<file path="src/rtl/fetch_pkg.sv">
// Shared types and default constants for the instruction-fetch sequencer.
package fetch_pkg;

    localparam int          XLEN_DEF      = 32;
    localparam logic [31:0] RESET_PC_DEF  = 32'h0000_0000;
    localparam logic [31:0] NOP_INSTR_DEF = 32'h0000_0013;

    typedef enum logic [1:0] {
        IDLE = 2'd0,
        REQ  = 2'd1,
        WAIT = 2'd2,
        HOLD = 2'd3
    } fetch_state_e;

endpackage

</file>
<file path="src/rtl/fd_hold_buffer.sv">
// One-entry skid register that parks a fetched instruction while decode is stalled.
module fd_hold_buffer
    import fetch_pkg::*;
#(
    parameter int XLEN = XLEN_DEF
) (
    input  logic            clk,
    input  logic            rst,
    input  logic            load,
    input  logic            clear,
    input  logic [31:0]     instr_in,
    input  logic [XLEN-1:0] pc_in,
    input  logic [XLEN-1:0] pc4_in,
    output logic            valid,
    output logic [31:0]     instr,
    output logic [XLEN-1:0] pc,
    output logic [XLEN-1:0] pc4
);

    always_ff @(posedge clk or negedge rst) begin
        if (!rst) begin
            valid <= 1'b0;
        end else if (load) begin
            valid <= 1'b1;
        end else if (clear) begin
            valid <= 1'b0;
        end
    end

    // Payload is qualified by valid, so it needs no reset.
    always_ff @(posedge clk) begin
        if (load) begin
            instr <= instr_in;
            pc    <= pc_in;
            pc4   <= pc4_in;
        end
    end

endmodule

</file>
<file path="src/rtl/fetch_sequencer.sv">
// Fetch stage: PC register, single-outstanding imem handshake, kill flag and IF/ID register.
module fetch_sequencer
    import fetch_pkg::*;
#(
    parameter int              XLEN      = XLEN_DEF,
    parameter logic [XLEN-1:0] RESET_PC  = '0,
    parameter logic [31:0]     NOP_INSTR = NOP_INSTR_DEF
) (
    input  logic            clk,
    input  logic            rst,
    input  logic            PCSrcE,
    input  logic [XLEN-1:0] PCTargetE,
    input  logic            StallD,
    input  logic            FlushD,
    output logic            imem_req,
    output logic [XLEN-1:0] imem_addr,
    input  logic            imem_gnt,
    input  logic            imem_rvalid,
    input  logic [31:0]     imem_rdata,
    output logic [31:0]     InstrD,
    output logic [XLEN-1:0] PCD,
    output logic [XLEN-1:0] PCPlus4D,
    output logic            ValidD
);

    fetch_state_e    state, state_n;
    logic [XLEN-1:0] pc, pc_n, pc_plus4, req_addr, target;
    logic            kill, kill_n;
    logic            ifid_load_mem, ifid_load_hold, pc_advance;
    logic            hb_load, hb_clear, hb_valid;
    logic [31:0]     hb_instr;
    logic [XLEN-1:0] hb_pc, hb_pc4;

    assign pc_plus4  = pc + XLEN'(4);
    assign target    = {PCTargetE[XLEN-1:2], 2'b00};
    assign imem_addr = req_addr;

    always_comb begin
        state_n        = state;
        kill_n         = kill;
        imem_req       = 1'b0;
        ifid_load_mem  = 1'b0;
        ifid_load_hold = 1'b0;
        pc_advance     = 1'b0;
        hb_load        = 1'b0;
        hb_clear       = 1'b0;
        case (state)
            IDLE: state_n = REQ;
            REQ: begin
                imem_req = 1'b1;
                if (PCSrcE)   kill_n  = 1'b1;
                if (imem_gnt) state_n = WAIT;
            end
            WAIT: begin
                if (imem_rvalid) begin
                    state_n = REQ;
                    // A redirect in the same cycle as the response kills it outright.
                    if (kill || PCSrcE) begin
                        kill_n = 1'b0;
                    end else if (StallD) begin
                        hb_load = 1'b1;
                        state_n = HOLD;
                    end else begin
                        ifid_load_mem = 1'b1;
                        pc_advance    = 1'b1;
                    end
                end else if (PCSrcE) begin
                    kill_n = 1'b1;
                end
            end
            HOLD: begin
                if (PCSrcE) begin
                    hb_clear = 1'b1;
                    state_n  = REQ;
                end else if (!StallD && hb_valid) begin
                    ifid_load_hold = 1'b1;
                    hb_clear       = 1'b1;
                    pc_advance     = 1'b1;
                    state_n        = REQ;
                end
            end
            default: state_n = IDLE;
        endcase
        pc_n = PCSrcE ? target : (pc_advance ? pc_plus4 : pc);
    end

    // Request address is latched on entry to REQ so it stays stable until granted.
    always_ff @(posedge clk or negedge rst) begin
        if (!rst) begin
            state    <= IDLE;
            pc       <= RESET_PC;
            kill     <= 1'b0;
            req_addr <= RESET_PC;
        end else begin
            state <= state_n;
            pc    <= pc_n;
            kill  <= kill_n;
            if (state_n == REQ && state != REQ) req_addr <= pc_n;
        end
    end

    fd_hold_buffer #(.XLEN(XLEN)) u_hold (
        .clk      (clk),
        .rst      (rst),
        .load     (hb_load),
        .clear    (hb_clear),
        .instr_in (imem_rdata),
        .pc_in    (pc),
        .pc4_in   (pc_plus4),
        .valid    (hb_valid),
        .instr    (hb_instr),
        .pc       (hb_pc),
        .pc4      (hb_pc4)
    );

    // IF/ID register: flush > load > hold-on-stall > bubble.
    always_ff @(posedge clk or negedge rst) begin
        if (!rst) begin
            InstrD   <= NOP_INSTR;
            PCD      <= '0;
            PCPlus4D <= '0;
            ValidD   <= 1'b0;
        end else if (FlushD) begin
            InstrD <= NOP_INSTR;
            ValidD <= 1'b0;
        end else if (ifid_load_mem) begin
            InstrD   <= imem_rdata;
            PCD      <= pc;
            PCPlus4D <= pc_plus4;
            ValidD   <= 1'b1;
        end else if (ifid_load_hold) begin
            InstrD   <= hb_instr;
            PCD      <= hb_pc;
            PCPlus4D <= hb_pc4;
            ValidD   <= 1'b1;
        end else if (!StallD) begin
            InstrD <= NOP_INSTR;
            ValidD <= 1'b0;
        end
    end

endmodule

</file>
<file path="config.mk">
export PLATFORM = sky130hd
export DESIGN_NAME = fetch_sequencer
export DESIGN_NICKNAME = d
export VERILOG_FILES = /design/src/rtl/fetch_pkg.sv /design/src/rtl/fd_hold_buffer.sv /design/src/rtl/fetch_sequencer.sv
export SDC_FILE = /design/constraint.sdc
export NUM_CORES = 1
export LEC_CHECK = 0
export CAP_MARGIN = 20
export CORE_MARGIN = 4
export CORE_UTILIZATION = 53
export CTS_CLUSTER_DIAMETER = 100
export DETAILED_ROUTE_END_ITERATION = 10
export GPL_TIMING_DRIVEN = 0
export PLACE_DENSITY = 0.81
export SYNTH_ARGS = -nofsm -noshare
export SYNTH_HDL_FRONTEND = slang
export SYNTH_HIERARCHICAL = 1
export SYNTH_SLANG_ARGS = --single-unit
</file>
<file path="constraint.sdc">
create_clock -name clk -period 5.7 [get_ports clk]
set_input_delay 1.14 -clock clk [delete_from_list [all_inputs] [get_ports clk]]
set_output_delay 1.14 -clock clk [all_outputs]
set_load 0.05 [all_outputs]
</file>
==> impl_metrics.prom <==
# TYPE chip_impl_metric gauge
chip_impl_metric{name="timing.fmax",unit="GHz"} 0.251
chip_impl_metric{name="total_wirelength",unit="mm"} 32.1
chip_impl_metric{name="ant_nets",unit=""} 0
chip_impl_info{name="outcome",value="complete, no violations"} 1
chip_impl_metric{name="preCtsSetupSlack",unit="ns"} 1.22
chip_impl_metric{name="post_synth_instance_area",unit="sq mm"} 0.0110
chip_impl_metric{name="worst_pin_slew",unit="ns"} 0.910
chip_impl_metric{name="grt.overflow.total",unit=""} 0
chip_impl_info{name="crit_path_start_kind",value="input port"} 1
chip_impl_metric{name="clkSlewWorstSetupHoldPaths",unit="ns"} 0.06
chip_impl_info{name="worstReg2RegStart",value="state[0]"} 1
chip_impl_metric{name="drt_drc_violations_left",unit=""} 0
chip_impl_metric{name="place_congestion",unit=""} 0.928
chip_impl_metric{name="synth.ff_latch_count",unit=""} 261
chip_impl_info{name="root_driver",value="sky130_fd_sc_hd__clkbuf_16"} 1
chip_impl_metric{name="final-setup-viol-count",unit=""} 0
chip_impl_info{name="worstSetupPathType",value="input port to register"} 1
chip_impl_metric{name="place_hpwl",unit="mm"} 22.5
chip_impl_metric{name="nNetsFinal",unit=""} 1244
chip_impl_metric{name="post_synth_inst_count",unit=""} 946
chip_impl_info{name="yosys.area.top_type",value="sky130_fd_sc_hd__dfrtp_1"} 1
chip_impl_metric{name="avgSynthCellArea",unit="sq um"} 11.6
chip_impl_metric{name="antenna-diode-count",unit=""} 0
chip_impl_info{name="mostFrequentLayoutCells",value="sky130_fd_sc_hd__clkdlybuf4s50_1, sky130_fd_sc_hd__dfrtp_1, sky130_fd_sc_hd__nand2_1"} 1
chip_impl_metric{name="p_total",unit="mW"} 6.38
chip_impl_metric{name="vias",unit=""} 8880
chip_impl_metric{name="design.die.area",unit="sq mm"} 0.0230
chip_impl_metric{name="max_slew_margin",unit="%"} 38.9
chip_impl_metric{name="grt_max_degree",unit=""} 120
chip_impl_metric{name="syn-num-nets",unit=""} 1018
chip_impl_metric{name="layout_stage_area_growth_over_the_synthesis_result",unit="%"} 29.1
chip_impl_metric{name="finalCriticalPeriod",unit="ns"} 3.98
chip_impl_metric{name="critical_path_required",unit="ns"} 6.13
chip_impl_info{name="critical_path_sink_type",value="register"} 1
chip_impl_metric{name="placed_cells_incl_taps",unit=""} 1414
chip_impl_metric{name="rows",unit=""} 52
chip_impl_info{name="cts_tree",value="done"} 1
chip_impl_metric{name="power.ir.vdd_worst",unit="V"} 0.000373
chip_impl_info{name="netlist_top_cells_area",value="sky130_fd_sc_hd__dfrtp_1, sky130_fd_sc_hd__edfxtp_1, sky130_fd_sc_hd__nand2_1"} 1
chip_impl_metric{name="leakagePower",unit="nW"} 5.58
chip_impl_metric{name="fin_worst_skew",unit="ns"} 0.0117
chip_impl_metric{name="final_max_slew_viol_count",unit=""} 0
chip_impl_metric{name="average_detailed_routed_wire_length_per_instance",unit="um"} 21.9
chip_impl_metric{name="die_height",unit="um"} 152
chip_impl_metric{name="ff2ff_setup_slack",unit="ns"} 2.34
chip_impl_metric{name="grt_antenna_before_repair",unit=""} 0
chip_impl_metric{name="number_of_optimization_iterations_in_the_first_detailed_route_pass",unit=""} 8
chip_impl_metric{name="cts-buffers-inserted",unit=""} 26
chip_impl_metric{name="cts-hold-fix-buffers",unit=""} 0
chip_impl_metric{name="power_density",unit="mW/mm^2"} 451
chip_impl_info{name="timing.rr.end",value="imem_addr[25]"} 1
chip_impl_metric{name="timing.final.crit_share",unit="%"} 69.8
chip_impl_metric{name="yosys_warnings",unit=""} 6
chip_impl_metric{name="synth_edf_count",unit=""} 96
chip_impl_metric{name="yosys.area.top_type_share",unit="%"} 37.0
chip_impl_metric{name="ff2ff_path_depth",unit=""} 8
chip_impl_metric{name="share_of_layout_cells_above_drive_strength_1",unit="%"} 7.05
chip_impl_metric{name="clock_insertion_delay_worst_skew",unit="ns"} 0.53
chip_impl_metric{name="netlist-cell-type-count",unit=""} 66
chip_impl_metric{name="floorplan.io_pins",unit=""} 201
chip_impl_info{name="grt_setup_unrepaired",value="no"} 1
chip_impl_metric{name="initial_utilization",unit="%"} 54.0
chip_impl_metric{name="port-buffer-count",unit=""} 196
chip_impl_metric{name="synth_async_sr_flop_share",unit="%"} 63.2
chip_impl_info{name="hold-path-endpoint",value="u_hold/pc[23]"} 1
chip_impl_metric{name="worstPathArrival",unit="ns"} 4.41
chip_impl_metric{name="clk_path_buf_depth",unit=""} 3
chip_impl_metric{name="cts-htree-levels",unit=""} 1
chip_impl_info{name="timing.hold.worst.class",value="register to register"} 1
chip_impl_metric{name="post_cts_resize_count",unit=""} 0
chip_impl_metric{name="grt_first_pass_wirelength",unit="mm"} 49.7
chip_impl_metric{name="drv.max_cap_violation_count",unit=""} 0
chip_impl_metric{name="cts.sinks",unit=""} 261
chip_impl_metric{name="cts.repair_timing.setup_buffer_count",unit=""} 0
chip_impl_info{name="timing.hold.worst.start",value="pc[23]"} 1
chip_impl_metric{name="first_global_vias",unit=""} 8766
chip_impl_metric{name="timing.final.ws_setup",unit="ns"} 1.72
chip_impl_metric{name="grt_util_all_layers",unit="%"} 26.8
chip_impl_info{name="final_common_cell",value="sky130_fd_sc_hd__clkdlybuf4s50_1"} 1
chip_impl_metric{name="synth-seq-area-share",unit="%"} 64.0
chip_impl_metric{name="final_non_filler_cell_total",unit=""} 1462
chip_impl_metric{name="critical_path.max_fanout",unit=""} 66
chip_impl_metric{name="timing.final.hold_violations",unit=""} 0
chip_impl_metric{name="fp.coreArea",unit="sq mm"} 0.0203
chip_impl_metric{name="fin_hold_ws",unit="ns"} 0.440
chip_impl_metric{name="vias_per_cell",unit=""} 6.07
chip_impl_metric{name="detailedRoute.firstIterationViolations",unit=""} 968
chip_impl_metric{name="die_x",unit="um"} 152
chip_impl_info{name="synth_ff_type",value="sky130_fd_sc_hd__dfrtp_1"} 1
chip_impl_metric{name="number_of_cells_on_the_worst_hold_path",unit=""} 0
[registers in the layout, indices dropped and copies added (netlist names)]
name,count
PCPlus4D,32
u_hold/instr,32
u_hold/pc,32
ValidD,1
PCD,32
kill,1
u_hold/valid,1
pc,32
InstrD,32
state,2
u_hold/pc4,32
imem_addr,32
[where the power goes]
part           internal (mW)  total (mW)  switching [mW]
registers               2.25        2.47           0.221
clock network          0.967        1.67           0.703
logic                  0.767        2.25            1.48
[metal layers]
| layer | GRT usage (%) | vias up | wire (um) |
|---|---|---|---|
| li1 | - | 3919 | - |
| met1 | 37.0 | 4325 | 12800 |
| met2 | 44.3 | 564 | 15100 |
| met3 | 5.18 | 72 | 3260 |
| met4 | 7.23 | 0 | 945 |
| met5 | 0 | - | 0 |
[synthesized netlist by cell type (all sizes together), types with 3 or more instances]
cell,instances
a21oi,20
and4,4
nand4,16
nand2,133
a221o,10
o21ai,33
buf,11
mux2,17
or4,4
a211o,5
nand2b,5
nor4,16
and3,13
xor2,16
edfxtp,96
o211ai,11
a21o,7
or3,4
nor2b,9
nor2,104
xnor2,23
inv,12
nor3,9
dfrtp,162
nand3,27
a22o,6
and2,7
a31oi,36
a222oi,29
dfstp,3
mux2i,10
clkbuf,58
[cell type report]
cell class	count	area, sq um
Timing Repair Buffer	198	2020
Tap cell	270	338
Sequential cell	261	7020
Clock buffer	34	712
Fill cell	1485	6150
Inverter	12	45.0
Multi-Input combinational cell	604	3620
Buffer	69	280
Clock inverter	14	116
[cells by family (layout without fill, tap and decap cells)]
group | after synthesis | after routing | share of synthesized area, %
AND/OR/NAND/NOR | 359 | 359 | 15.3
XOR/XNOR | 39 | 39 | 3.12
adder cells (fa/ha/maj) | 1 | 1 | 0.114
multiplexers | 27 | 27 | 2.66
AO/OA/AOI/OAI | 178 | 178 | 11.8
buffers and inverters | 81 | 327 | 2.97
flip-flops | 261 | 261 | 64.0
[per-stage QoR]
step                utilization [%]  TNS (ns)  instance area (sq um)
finish                         69.7         0                  14200
global route                   69.7         0                  14200
CTS                            69.7         0                  14200
detailed placement             65.6         0                  13300
global placement               65.3   -613.40                  13300
floorplan                         -         0                  11000
[worst max-delay path, stage by stage]
cell	delay, ns
sky130_fd_sc_hd__clkdlybuf4s50_1	0.51
sky130_fd_sc_hd__nor4b_1	0.52
sky130_fd_sc_hd__and3_4	0.63
sky130_fd_sc_hd__buf_16	0.37
sky130_fd_sc_hd__or4_1	0.25
sky130_fd_sc_hd__clkbuf_1	0.33
sky130_fd_sc_hd__clkbuf_1	0.41
sky130_fd_sc_hd__nand2_1	0.11
sky130_fd_sc_hd__o211ai_1	0.12
[worst max path at each step]
stage	end	startpoint	slack, ns	cells past startpoint
finish	imem_addr[25]	imem_rvalid	1.72	9
global route	imem_addr[25]	imem_rvalid	1.52	9
CTS	imem_addr[25]	imem_rvalid	1.74	9
detailed placement	imem_addr[25]	imem_rvalid	1.22	9
global placement	pc[23]	rst	-3.35	1
floorplan	imem_addr[12]	PCSrcE	0.55	8
Power figures use the tool's default switching activity.
